### src/rtl/sparc_exu_ecl_div_seq.sv
// sparc_exu_ecl_div_seq
//   Sequencer for the EXU iterative divider. After a request is accepted it
//   walks the datapath through operand load, NITER iteration cycles, an
//   optional sign-fixup cycle and a one-cycle completion pulse.
//
// Ports
//   clk, reset      core clock, synchronous active-high reset
//   se              scan enable (no functional effect)
//   div_req         divide request (level); div_req_signed, dividend_neg and
//                   divisor_neg qualify it
//   div_kill        abort the running or requesting operation
//   div_ack         request accepted this cycle (combinational)
//   div_busy        sequencer not idle
//   div_load        operand load enable
//   div_iter        iteration enable, div_cnt = iteration index
//   div_fix         sign-fixup enable
//   div_res_neg     latched "quotient negative" flag
//   div_done        result-valid pulse
module sparc_exu_ecl_div_seq #(
    parameter int unsigned NITER = 64
) (
    input  logic       clk,
    input  logic       reset,
    input  logic       se,
    input  logic       div_req,
    input  logic       div_req_signed,
    input  logic       dividend_neg,
    input  logic       divisor_neg,
    input  logic       div_kill,
    output logic       div_ack,
    output logic       div_busy,
    output logic       div_load,
    output logic       div_iter,
    output logic [5:0] div_cnt,
    output logic       div_fix,
    output logic       div_res_neg,
    output logic       div_done
);

    typedef enum logic [2:0] {
        S_IDLE,
        S_LOAD,
        S_ITER,
        S_FIX,
        S_DONE
    } state_t;

    localparam logic [5:0] CNT_LAST = 6'(NITER - 1);

    state_t     state_q, state_d;
    logic [5:0] cnt_q, cnt_d;
    logic       res_neg_q, res_neg_d;
    logic       signed_q, signed_d;

    logic unused_se;
    assign unused_se = se;

    always_comb begin
        state_d   = state_q;
        cnt_d     = '0;
        res_neg_d = res_neg_q;
        signed_d  = signed_q;
        div_ack   = 1'b0;
        div_load  = 1'b0;
        div_iter  = 1'b0;
        div_fix   = 1'b0;
        div_done  = 1'b0;

        case (state_q)
            S_IDLE: begin
                // Reset is folded in so a request in a reset cycle is never acked.
                div_ack = div_req & ~div_kill & ~reset;
                if (div_ack) begin
                    state_d   = S_LOAD;
                    signed_d  = div_req_signed;
                    res_neg_d = div_req_signed & (dividend_neg ^ divisor_neg);
                end
            end
            S_LOAD: begin
                div_load = 1'b1;
                state_d  = S_ITER;
            end
            S_ITER: begin
                div_iter = 1'b1;
                if (cnt_q == CNT_LAST) begin
                    state_d = (signed_q & res_neg_q) ? S_FIX : S_DONE;
                end else begin
                    cnt_d = cnt_q + 6'd1;
                end
            end
            S_FIX: begin
                div_fix = 1'b1;
                state_d = S_DONE;
            end
            S_DONE: begin
                div_done = 1'b1;
                state_d  = S_IDLE;
            end
            default: state_d = S_IDLE;
        endcase

        // Kill only redirects the next state; this cycle's enables stand.
        if (state_q != S_IDLE && div_kill) begin
            state_d = S_IDLE;
            cnt_d   = '0;
        end
    end

    always_ff @(posedge clk) begin
        if (reset) begin
            state_q   <= S_IDLE;
            cnt_q     <= '0;
            res_neg_q <= 1'b0;
            signed_q  <= 1'b0;
        end else begin
            state_q   <= state_d;
            cnt_q     <= cnt_d;
            res_neg_q <= res_neg_d;
            signed_q  <= signed_d;
        end
    end

    assign div_busy    = (state_q != S_IDLE);
    assign div_cnt     = cnt_q;
    assign div_res_neg = res_neg_q;

endmodule

### config.mk
export PLATFORM = sky130hd
export DESIGN_NAME = sparc_exu_ecl_div_seq
export DESIGN_NICKNAME = d
export VERILOG_FILES = /design/src/rtl/sparc_exu_ecl_div_seq.sv
export SDC_FILE = /design/constraint.sdc
export NUM_CORES = 1
export LEC_CHECK = 0
export ABC_CLOCK_PERIOD_IN_PS = 1500
export CORE_MARGIN = 1
export CORE_UTILIZATION = 36
export CTS_CLUSTER_DIAMETER = 50
export DETAILED_ROUTE_END_ITERATION = 10
export PLACE_DENSITY = 0.68
export SETUP_SLACK_MARGIN = 0.15
export SYNTH_ARGS = -nofsm -noshare
export SYNTH_HDL_FRONTEND = slang
export SYNTH_SLANG_ARGS = --single-unit
### constraint.sdc
create_clock -name clk -period 1.5 [get_ports clk]
set_clock_uncertainty 0.2 [all_clocks]
set_input_delay 0.3 -clock clk [delete_from_list [all_inputs] [get_ports clk]]
set_output_delay 0.3 -clock clk [all_outputs]
set_load 0.005 [all_outputs]
==> flow_results.org <==
** Global route
- The first global-routing pass estimated between 2000 and 2500 microns of wire.
- Total Routing Usage GR :: 22.08%
- Entering global routing, the biggest net connects 8 pins.
- Number of global-route vias before repair :: 595
- Initial antenna violation count :: 0
- Summed over all layers, the global routing overflow is 0.

** Critical path
- STA classifies the critical path endpoint as an output port.
- Tracing the worst setup path back leads to its startpoint at div_req.
- Startpoint types :: primary input
- Critical Path, Cell by Cell :: clkdlybuf4s50_1 -> or2b_2 -> nor2_2 -> buf_2
- The number of buffers and inverters on the critical path is 2.
- The cell family contributing the most delay on the critical path is buffers and inverters.
- Master of the slowest instance on the critical path :: sky130_fd_sc_hd__clkdlybuf4s50_1
- Start-to-end type of the worst setup path :: primary input to output port
- The worst register-to-register path begins at state_q[2].
- STA puts the critical path data arrival time at 1290 ps.
- The largest single stage delay on the critical path is 460 ps.
- STA puts the critical path data required time at 1000 ps.
- Of all nets on the critical path, the largest fanout is 2.

** Detailed routing
- Dividing the detail-routed via count by the number of cells gives 5.017.
- For this block, the via count after detailed routing is 587.
- Dividing the detail-routed wire length by the instance count gives between 10 and 15 microns.
- The routed design has roughly 1600 microns of wire.
- Final ANT Viol Nets :: 0
- 1st-iter DRT viols :: 6
- DRC :: 0
- The first detailed-routing pass took 2 iterations.

** Timing
- Once routing completed, OpenROAD measured the worst setup slack at -286.1 ps.
- Maximum clock frequency :: ~560 MHz
- Final setup violation count :: 13
- Setup repair after global routing could not meet its margin everywhere.
- Measured against its own limit, the worst slew margin works out to 80.00%.
- Hold is met by 299.4 ps.
- Period utilization :: 119.1%
- For the pin with the worst max-slew slack, the measured transition is 297.7 ps.
- Number of pins exceeding their max-slew limit in the final report :: 0
- Hold Vio Cnt, Final :: 0
- Clock period minus final worst setup slack :: roughly 1800 ps

** Status
- Failing checks :: setup timing
- Outcome :: finished with violations

** Clocking
- After clock tree synthesis, the clock-pin slew on the worst setup and hold paths is 60 ps.
- The tree is rooted in a sky130_fd_sc_hd__clkbuf_4.
- In this run the number of H-tree levels came out at 1.
- Clock tree synthesis found a total of 11 sinks.
- Num CTS Buffers :: 3
- The clock reaches the later pin of the worst-skew pair after approximately 260 ps.
- Clock tree from TritonCTS :: done
- Number of hold buffers added after cts :: 0
- Max clock buf depth :: 2

** Floorplan
- Die H :: 40.48 microns
- The floorplan step defined a die boundary enclosing 1639 sq um.
- 21 I/O pins were placed.
- Starting utilization of the core area :: 39.96%
- The floorplan has 13 rows.
- Die extent in x :: 40.48 microns
- Core area :: 1334 sq um

** Logic synthesis
- Number of different library cells in the post-synthesis netlist :: 28
- Post-synthesis instance total :: 58
- Sequential element share of the synthesized area :: around 41%
- Number of nets produced by synthesis :: 67
- Number of warnings issued by yosys :: 0
- The mapped netlist covers 533.0 sq um.
- FF+latch count, synth :: 11
- A synthesized cell averages 9.190 sq um.

** Placement
- Total half-perimeter wirelength after legalization and detailed placement :: 926.6 microns
- PortBufs :: 19
- Placer's final routability congestion estimate :: around 0.7

** Power and ir drop
- Dividing total power by cell area gives a power density of 565.3 nW/um^2.
- The worst-case IR drop observed on VDD is 515.5 uV.
- Static leakage :: 0.4506 nW

** Finish
- Share of final-layout standard cells stronger than drive strength 1 :: 64.71%
- Fill cells in the final layout number about 110.
- Number of antenna cells inserted :: 0
- Net total in the final layout :: 112
- Layout overhead on the synthesized area :: 92.49%
- Once layout is complete, the utilization of the core stands at between 70% and 80%.

** Hold path
- In this run the most critical hold path is launched from reset.
- The tightest min-delay check is of the primary input to flip-flop type.

** Run
- Maximum Capacitance Violations :: 0
## final cells by class
cell class / count / area, sq um / area share [%]
multi-input cells: 43 / 384.1 / 37.44
repair buffers: 42 / 351.6 / 34.27
flip-flops and latches: 11 / 237.7 / 23.17
clock buffers: 4 / 26.28 / 2.561
well taps: 15 / 18.77 / 1.829
inverters: 2 / 7.507 / 0.7317
## sequential cells by signal, indices dropped and copies added, names as in the netlist
register,flops
signed_q,1
div_res_neg,1
div_cnt,6
state_q,3
## cells by family (layout without fill, tap and decap cells)
| group | after synthesis | in the layout | synth area share [%] |
|---|---|---|---|
| AO/OA/AOI/OAI | 11 | 11 | 12.91 |
| buffers and inverters | 4 | 48 | 4.225 |
| adder cells (fa/ha/maj) | 1 | 1 | 2.347 |
| flip-flops | 11 | 11 | 41.31 |
| XOR/XNOR | 4 | 4 | 6.574 |
| AND/OR/NAND/NOR | 27 | 27 | 32.63 |
## per-layer routing
metal	global-route usage, %	routed length (microns)	vias to the layer above
li1	-	-	297
met1	20.47	595	275
met2	44.44	887	15
met3	2.222	68	0
met4	13.33	0	0
met5	0	0	-
## power breakdown
group / leakage, nW / total, W / internal [W] / switching, W
sequential: 0.0945 / 0.000296 / 0.000292 / 0.00000386
clock: 0.0150 / 0.000192 / 0.000103 / 0.0000889
combinational: 0.341 / 0.0000923 / 0.0000544 / 0.0000380
## metrics by stage
stage               setup slack [ps]  std cells  setup TNS [ps]  instance area (sq um)  power (W)
finish                        -286.1        117           -1252                   1026  0.0005800
global route                  -359.7        117           -1989                   1026  0.0006126
CTS                           -321.6        116           -1182                  989.7  0.0005795
detailed placement            -835.9        101           -5055                  818.3  0.0003775
global placement              -814.4        101           -4894                  818.3  0.0003765
floorplan                      9.533         58               0                  543.0  0.0003325
## synth_stat cells
library cell               count  area share [%]
sky130_fd_sc_hd__or3_2         1             1.4
sky130_fd_sc_hd__o211a_1       1             1.9
sky130_fd_sc_hd__xnor2_1       1             1.6
sky130_fd_sc_hd__o21ai_0       2             1.9
sky130_fd_sc_hd__dfxtp_1      11              41
sky130_fd_sc_hd__nor4_4        1             4.0
sky130_fd_sc_hd__a211oi_1      1             1.4
sky130_fd_sc_hd__nand3_1       4             3.8
sky130_fd_sc_hd__or3_1         1             1.2
sky130_fd_sc_hd__nor3b_1       3             4.2
sky130_fd_sc_hd__o21ai_1       2             1.9
sky130_fd_sc_hd__and2b_1       1             1.4
sky130_fd_sc_hd__o211ai_1      1             1.4
sky130_fd_sc_hd__nor2_1        7             4.9
sky130_fd_sc_hd__buf_6         1             2.1
sky130_fd_sc_hd__nand2_1       2             1.4
sky130_fd_sc_hd__a21oi_1       3             2.8
sky130_fd_sc_hd__nand3b_1      1             1.4
sky130_fd_sc_hd__or2b_2        1             1.6
sky130_fd_sc_hd__ha_1          1             2.3
sky130_fd_sc_hd__or4_4         1             2.1
sky130_fd_sc_hd__nand4_1       2             2.3
sky130_fd_sc_hd__xor2_1        3             4.9
sky130_fd_sc_hd__nor3_1        1            0.94
sky130_fd_sc_hd__and3b_2       1             1.9
sky130_fd_sc_hd__o31a_1        1             1.6
sky130_fd_sc_hd__inv_1         2             1.4
sky130_fd_sc_hd__clkbuf_1      1            0.70
## worst paths after layout
| path | cells after the start | slack (ps) | end |
|---|---|---|---|
| max reg2reg | 5 | -110 | div_res_neg |
| min | 3 | 300 | signed_q |
| min reg2reg | 2 | 310 | signed_q |
| max | 4 | -290 | div_ack |
## worst min-delay path: cells and delay by family
kind	cells	cell delay [ps]
compound gates	1	40
buf+inv	2	380
## repair_timing
| action | CTS | global route |
|---|---|---|
| gates resized for setup | 61 | 17 |
| endpoints found under the setup margin | 24 | 24 |
| pin swaps | 15 | 9 |
| setup buffers | 11 | 1 |
## cells in the final DEF, fill, tap and decap left out, drive strengths merged, types with 2 or more instances in the layout
cell / count
dfxtp: 11
dlygate4sd2: 2
nand2: 2
inv: 2
a21oi: 3
nand4: 2
nor3b: 3
buf: 29
or3: 2
clkdlybuf4s50: 4
xor2: 3
clkdlybuf4s15: 4
nand3: 4
nor2: 7
clkbuf: 7
o21ai: 4
(Power assumes the default switching activity.)
